$ cat src/rtl/sd_mag_scheduler.sv
// sd_mag_scheduler
// Shares one sigma-delta magnitude estimator across CHANNELS bitstreams.
// A scan walks the channels enabled in the latched mask in ascending order.
// For each channel the estimator is reset, allowed to settle, and then its
// output is peak-held over a measurement window. The peak is offered on a
// valid/ready result port.
//
// Ports:
//   clk, rstN          clock, synchronous active-low reset
//   en                 time-base enable for CLR/SETTLE/MEAS
//   start, chMask      scan request (IDLE only) and channel mask
//   sdIn, sdSel        bitstreams in, selected bitstream out (combinational)
//   estRst, estEn      estimator reset (active high) and clock enable
//   estOut             estimator magnitude
//   resValid/resReady  result handshake; resChan/resData carry the result
//   busy, done         scan in progress, one-cycle end-of-scan pulse
module sd_mag_scheduler #(
  parameter int CHANNELS = 4,
  parameter int WIDTH    = 16,
  parameter int SETTLE   = 256,
  parameter int WINDOW   = 1024,
  parameter int CHW      = $clog2(CHANNELS)
) (
  input  logic                clk,
  input  logic                rstN,
  input  logic                en,
  input  logic                start,
  input  logic [CHANNELS-1:0] chMask,
  input  logic [CHANNELS-1:0] sdIn,
  output logic                sdSel,
  output logic                estRst,
  output logic                estEn,
  input  logic [WIDTH-1:0]    estOut,
  output logic                resValid,
  input  logic                resReady,
  output logic [CHW-1:0]      resChan,
  output logic [WIDTH-1:0]    resData,
  output logic                busy,
  output logic                done
);

  // One counter serves CLR, SETTLE and MEAS; it is cleared on every state entry.
  localparam int MAXC = (SETTLE > WINDOW) ? SETTLE : WINDOW;
  localparam int CNTW = (MAXC > 2) ? $clog2(MAXC) : 1;
  localparam logic [CNTW-1:0] SETTLE_LAST = CNTW'(SETTLE - 1);
  localparam logic [CNTW-1:0] WINDOW_LAST = CNTW'(WINDOW - 1);
  localparam logic [CNTW-1:0] CLR_LAST    = CNTW'(1);
  localparam logic [CNTW-1:0] CNT_ONE     = CNTW'(1);

  typedef enum logic [2:0] {
    IDLE   = 3'd0,
    CLR    = 3'd1,
    SETTLE_ST = 3'd2,
    MEAS   = 3'd3,
    REPORT = 3'd4,
    NEXT   = 3'd5
  } state_t;

  state_t              state_r;
  logic [CHW-1:0]      cur_chan_r;
  logic [CHANNELS-1:0] mask_r;
  logic [CNTW-1:0]     cnt_r;
  logic [WIDTH-1:0]    peak_r;

  logic [CHW:0]        first_s;
  logic [CHW:0]        next_s;
  logic [WIDTH-1:0]    peak_next_s;

  // Lowest set bit of m at index >= lo. MSB of the result flags a hit,
  // the low CHW bits hold the index.
  function automatic logic [CHW:0] find_from(input logic [CHANNELS-1:0] m, input int lo);
    logic [CHW:0] r;
    r = {(CHW + 1){1'b0}};
    for (int i = CHANNELS - 1; i >= 0; i--) begin
      if (m[i] && (i >= lo)) begin
        r = {1'b1, CHW'(i)};
      end
    end
    return r;
  endfunction

  assign first_s     = find_from(chMask, 0);
  assign next_s      = find_from(mask_r, int'(cur_chan_r) + 1);
  assign peak_next_s = (estOut > peak_r) ? estOut : peak_r;
  assign sdSel       = sdIn[cur_chan_r];

  // Scan sequencer with all outputs (except sdSel) registered.
  always_ff @(posedge clk) begin
    if (!rstN) begin
      state_r    <= IDLE;
      cur_chan_r <= {CHW{1'b0}};
      mask_r     <= {CHANNELS{1'b0}};
      cnt_r      <= {CNTW{1'b0}};
      peak_r     <= {WIDTH{1'b0}};
      resValid   <= 1'b0;
      resChan    <= {CHW{1'b0}};
      resData    <= {WIDTH{1'b0}};
      busy       <= 1'b0;
      done       <= 1'b0;
      estEn      <= 1'b0;
      estRst     <= 1'b1;
    end else begin
      done <= 1'b0;
      case (state_r)
        IDLE: begin
          estRst     <= 1'b0;
          estEn      <= 1'b0;
          cur_chan_r <= {CHW{1'b0}};
          if (start) begin
            mask_r <= chMask;
            if (first_s[CHW]) begin
              state_r    <= CLR;
              cur_chan_r <= first_s[CHW-1:0];
              cnt_r      <= {CNTW{1'b0}};
              estRst     <= 1'b1;
              busy       <= 1'b1;
            end else begin
              // Empty mask: the scan is over before it began.
              done <= 1'b1;
            end
          end else begin
            state_r <= IDLE;
          end
        end
        CLR: begin
          peak_r <= {WIDTH{1'b0}};
          estEn  <= 1'b0;
          if (en) begin
            if (cnt_r == CLR_LAST) begin
              state_r <= SETTLE_ST;
              cnt_r   <= {CNTW{1'b0}};
              estRst  <= 1'b0;
              estEn   <= 1'b1;
            end else begin
              cnt_r <= cnt_r + CNT_ONE;
            end
          end else begin
            state_r <= CLR;
          end
        end
        SETTLE_ST: begin
          estEn <= en;
          if (en) begin
            if (cnt_r == SETTLE_LAST) begin
              state_r <= MEAS;
              cnt_r   <= {CNTW{1'b0}};
            end else begin
              cnt_r <= cnt_r + CNT_ONE;
            end
          end else begin
            state_r <= SETTLE_ST;
          end
        end
        MEAS: begin
          estEn <= en;
          if (en) begin
            peak_r <= peak_next_s;
            if (cnt_r == WINDOW_LAST) begin
              // The last window sample is folded straight into the result.
              state_r  <= REPORT;
              resValid <= 1'b1;
              resChan  <= cur_chan_r;
              resData  <= peak_next_s;
              estEn    <= 1'b0;
            end else begin
              cnt_r <= cnt_r + CNT_ONE;
            end
          end else begin
            state_r <= MEAS;
          end
        end
        REPORT: begin
          estEn <= 1'b0;
          if (resReady) begin
            state_r  <= NEXT;
            resValid <= 1'b0;
          end else begin
            state_r <= REPORT;
          end
        end
        NEXT: begin
          if (next_s[CHW]) begin
            state_r    <= CLR;
            cur_chan_r <= next_s[CHW-1:0];
            cnt_r      <= {CNTW{1'b0}};
            estRst     <= 1'b1;
          end else begin
            state_r    <= IDLE;
            cur_chan_r <= {CHW{1'b0}};
            busy       <= 1'b0;
            done       <= 1'b1;
          end
        end
        default: begin
          state_r    <= IDLE;
          cur_chan_r <= {CHW{1'b0}};
          resValid   <= 1'b0;
          busy       <= 1'b0;
          estEn      <= 1'b0;
          estRst     <= 1'b0;
        end
      endcase
    end
  end

endmodule

$ cat config.mk
export PLATFORM = sky130hd
export DESIGN_NAME = sd_mag_scheduler
export DESIGN_NICKNAME = d
export VERILOG_FILES = /design/src/rtl/sd_mag_scheduler.sv
export SDC_FILE = /design/constraint.sdc
export NUM_CORES = 1
export LEC_CHECK = 0
export ABC_AREA = 1
export BUFFER_PORTS_ARGS = -buffer_cell sky130_fd_sc_hd__buf_2
export CORE_MARGIN = 5
export CORE_UTILIZATION = 57
export DETAILED_ROUTE_END_ITERATION = 6
export MAX_ROUTING_LAYER = met4
export PLACE_DENSITY = 0.8
export SLEW_MARGIN = 40
export SYNTH_ARGS = -nofsm -noshare
export SYNTH_HDL_FRONTEND = slang
export SYNTH_SLANG_ARGS = --single-unit
$ cat constraint.sdc
create_clock -name clk -period 2.7 [get_ports clk]
set_clock_uncertainty 0.15 [all_clocks]
set_input_delay 0.135 -clock clk [delete_from_list [all_inputs] [get_ports clk]]
set_output_delay 0.135 -clock clk [all_outputs]
set_load 0.03 [all_outputs]
Word level (Yosys, flattened, before mapping) --
Index checks and enable logic that the tools add are counted.
Storage, ports and cells: register bits 58, latch bits 0, memory bits (writable) 0, bits in read-only memories 0, output and inout bits 24, memories 0
Cells by class: $add $sub $neg 2, $mul 0, divide/modulo/power cells 0, magnitude comparators 6, equality and inequality tests 23, shift operators 0, mux-type cells 61, bitwise gates (word level) 3, reductions and logical operators 18
Operators with widths (number):
- 10-bit 2-to-1 mux | 9
- 10-bit case mux with 5 select lines | 1
- 3-bit 2-to-1 mux | 16
- 16-bit 2-to-1 mux | 2
- 16-bit case mux with 2 select lines | 1
- 2-bit inequality test (second input constant) | 11
- 1-bit 2-to-1 mux | 21
- 3-bit case mux with 6 select lines | 1
- 16-bit greater-than comparator | 1
- 4-bit AND reduction | 4
- 3-bit inequality test (second input constant) | 4
- 10-bit by 1-bit adder with 10-bit output (second input constant) | 1
- 10-bit by 1-bit == test with 1-bit output (second input constant) | 1
- 10-bit == test (second input constant) | 1
- 10-bit by 8-bit == test with 1-bit output (second input constant) | 1
- 1-bit case mux with 4 select lines | 2
- 8-bit AND reduction | 1
- 4-bit OR reduction | 2
- 3-bit by 2-bit == test with 1-bit output (second input constant) | 2
- 3-bit == test (second input constant) | 2
- 1-bit by 3-bit >= comparator with 1-bit output (first input constant) | 2
- 2-bit by 3-bit >= comparator with 1-bit output (first input constant) | 2
- 2-bit 2-to-1 mux | 3
- 1-bit case mux with 3 select lines | 2
- other kinds (14) | 20

Logic depth before layout (Yosys ltp) --
depth after elaboration 9, mapped depth 18, gate-level depth less buffers 17

Least setup slack after synthesis --
No wires, ideal clock.
path type reg-to-reg, from register peak_r[15], to register resData[5], library setup time 0.109 ns, arrival time 1.748 ns, data required time 2.441 ns, slack 0.693 ns, cell stages (with the launch flop) 13, path buffers 1, clock period less this slack 2.007 ns, path through dfxtp_1 inv_1 ha_1 nand2_1 nor3_1 nand3_1 nand2_1 buf_4 nand2_1 nand2_1 nand2_1 nand2_1 inv_1
Between the ends: longest elaborated chain between the ends 2
Ends and longest elaborated chain:
- from (decl) | RTL line 63 | logic [WIDTH-1:0] peak_r;
- from (signal assigned) | RTL line 94 | peak_r <= {WIDTH{1'b0}};
- from (signal assigned) | RTL line 126 | peak_r <= {WIDTH{1'b0}};
- from (signal assigned) | RTL line 157 | peak_r <= peak_next_s;
- 16-bit greater-than comparator | RTL line 84 | assign peak_next_s = (estOut > peak_r) ? estOut : peak_r;
- 16-bit 2-to-1 mux | RTL line 84
- to (signal assigned) | RTL line 97 | resData <= {WIDTH{1'b0}};
- to (signal assigned) | RTL line 163 | resData <= peak_next_s;
- to (decl) | RTL line 37 | output logic [WIDTH-1:0] resData,
No other way between the ends. A chain may end at the register's enable or synchronous reset.

Worst setup path in the final report --
from register peak_r[9], to register resData[15]
The elaborated chain is that of the path after synthesis.

==> results.tsv <==
metric	value	unit
pin count of the biggest net entering global routing	37	
number of sinks driven by the clock tree	57	
number of antenna violations at the first check in global routing	0	
# rows	28	
result of the run	complete, no violations	
type of the worst setup path	reg2reg	
number of hold violations in the final report	0	
CP required	2.78	ns
number of unique standard cell types used by synthesis	43	
number of enable flip-flop cells after synthesis	0	
max-slew violation count	0	
Die Outline Area	7965	µm²
TritonCTS clock tree	built	
final global-route overflow total	0	
Worst-Margin Slew	0.6259	ns
width of the die	89.25	µm
fin util	68.50	%
post-synthesis simple-gate area fraction	36.98	%
Area Overhead vs Synth	15.31	%
CTS Buffer Depth	2	
Final nets	656	
category of the worst setup path capture point	register	
Vias/cell	5.188	
ratio of cells with drive above 1 in the final layout	18.27	%
placed wire-length estimate after detailed placement	6.150	mm
post-route cell area	4128	µm²
area fraction in compound gates after synthesis	11.50	%
maximum frequency from static timing analysis	0.4197	GHz
setup TNS after final layout	0	ns
top-level I/O count	53	
top fanout value on the critical path	16	
Worst Hold Class	in2reg	
initial cell density of the core	59.41	%
number of setup violations in the final report	0	
ys async rst share	0	%
max_cap viols	0	
clock buffers created by TritonCTS	9	
leakage power	0.002021	µW
Max VDD drop	293.1	µV
Critical Path Source Type	register	
share of the clock period used by the worst path	88.26	%
Power per Cell Area	518.2	nW/µm²
RePlAce Congestion	0.9060	
Routed wire per std cell	12.56	µm
global routing usage summed across all routing layers	23.35	%
total number of vias	3569	
Cells after Synth	551	
mean cell area of the mapped netlist	6.497	µm²
Diodes inserted	0	
Slowest cell on crit path	nand2_1	
main combinational cell family by area after synthesis	simple AND/OR/NAND/NOR gates	
prevailing post-synth register cell	dfxtp_1	
number of iterations in the first detailed-routing pass	4	
post-synthesis share of cell area spent on full adders, half adders and majority gates	6.292	%
area of the placeable core	6026	µm²
clock root buffer	clkbuf_8	
number of global-route vias before repair	3277	
buffers added on ports	52	
cell family contributing the most delay on the critical path	simple AND/OR/NAND/NOR gates	
count of warnings emitted by yosys	0	
series of cell instances along the critical path	inv_1 -> ha_1 -> nand4_1 -> nor3_1 -> nand3_1 -> nand2_1 -> nand2_1 -> nand2_1 -> nand2_1 -> nand2_1 -> inv_1	
most frequent cells in the layout	149 x nand2_1, 91 x inv_1, 57 x dfxtp_1	
post-synth net total	598	
worst hold margin	0.02319	ns
placed cells	669	
violation count after the first detailed-routing iteration	235	
Final Instance Count excl. Fillers	688	
Cell Area, Synth	3580	µm²
CP dominant cell by count	nand2_1	
relative max-transition margin	58.17	%
total wirelength of the detailed-routed design	8.640	mm
global-route wire length before repair	14.26	mm
clock slew seen by the registers of the worst setup and hold paths	0.07	ns
Crit path buffers/inverters	2	
fraction of synthesized area in multiplexers	0.2796	%
residual DRC count	0	
postcts setup bufs	0	
Period minus WS final	2.383	ns
area post-placement	3892	µm²
number of routed nets with antenna violations	0	
setup repair after global routing missed its margin	false	
parity-gate share of the synthesized area counting xor and xnor cells	0.2447	%
arrival time of data at the critical path endpoint	2.47	ns
count of state elements after synthesis	57	
htree depth	3	
most frequent standard cell in the layout excluding fill and tap cells	nand2_1	
worst skew pair latency	0.34	ns
die height	89.25	µm
Crit path largest cell delay	0.51	ns
sequential share of the synthesized area	31.88	%
post-cts sizing count	0	
repair_timing:
action | CTS | global route
endpoints found under the hold margin | 7 | 0
hold buffers | 4 | 0
setup endpoints to repair | 0 | 0
report_power, final:
group          total, µW  internal, µW  switching, µW
registers            898           870           27.5
logic                438           141            297
clock network        804           469            335
synthesized netlist by cell type (4+ instances only):
library cell	count	area, µm²
a21oi_1	40	200.2
clkbuf_1	7	26.28
dfxtp_1	57	1141
ha_1	18	225.2
inv_1	91	341.6
inv_2	4	15.01
nand2_1	149	559.3
nand3_1	50	250.2
nand4_1	5	31.28
nor2_1	47	176.4
nor2_2	21	131.4
nor3_1	7	35.03
o21ai_0	15	75.07
logic make-up (layout without fill, tap and decap cells):
logic type	Yosys count	in the layout
AOI/OAI and AO/OA	71	71
xor gates and xnor gates	1	1
adders and majority gates	18	18
buffers and inverters	111	173
DFF	57	57
muxes	1	1
and+or+nand+nor	292	292
registers in the layout, indices dropped and copies added, names as in the netlist, 2 cells and up:
name	cells
cnt_r	10
cur_chan_r	2
mask_r	3
peak_r	16
resChan	2
resData	16
state_r	3
worst reg2reg max path: cells and delay by family, from the launching register on:
family,cells,cell delay [ns]
fa+ha+maj,1,0.30
flops,1,0.36
buf+inv,2,0.10
simple gates,8,1.37
worst paths after layout:
| path | endpoint | startpoint | depth (start not counted) | slack, ns |
|---|---|---|---|---|
| min | estEn | en | 3 | 0.02 |
| min reg2reg | resValid | resValid | 2 | 0.29 |
| max reg2reg | resData[15] | peak_r[9] | 11 | 0.32 |
| max | resData[15] | peak_r[9] | 11 | 0.32 |
layer usage:
metal,up-vias,GRT usage (%),share of wire (%),routed length [µm]
li1,1858,-,-,-
met1,1605,29.52,47,4037
met2,90,37.04,46,3980
met3,16,4.424,5.6,488
met4,0,8.660,1.5,133
met5,-,-,0,0
through the flow:
stage / total power, µW / setup WS [ns]
finish: 2139 / 0.3171
global route: 2256 / 0.09751
CTS: 2144 / 0.3446
detailed placement: 1344 / 0.3971
global placement: 1330 / 0.4298
floorplan: 1227 / 0.6926
final cells by class:
cell class	instances	area [µm²]
clock buffers	12	155.1
multi-input cells	383	1979
inverters	96	360.3
repair buffers	62	357.8
well taps	75	93.84
flip-flops and latches	57	1141
clock inverters	3	40.04
fillers	538	1898
(Power assumes the default switching activity.)
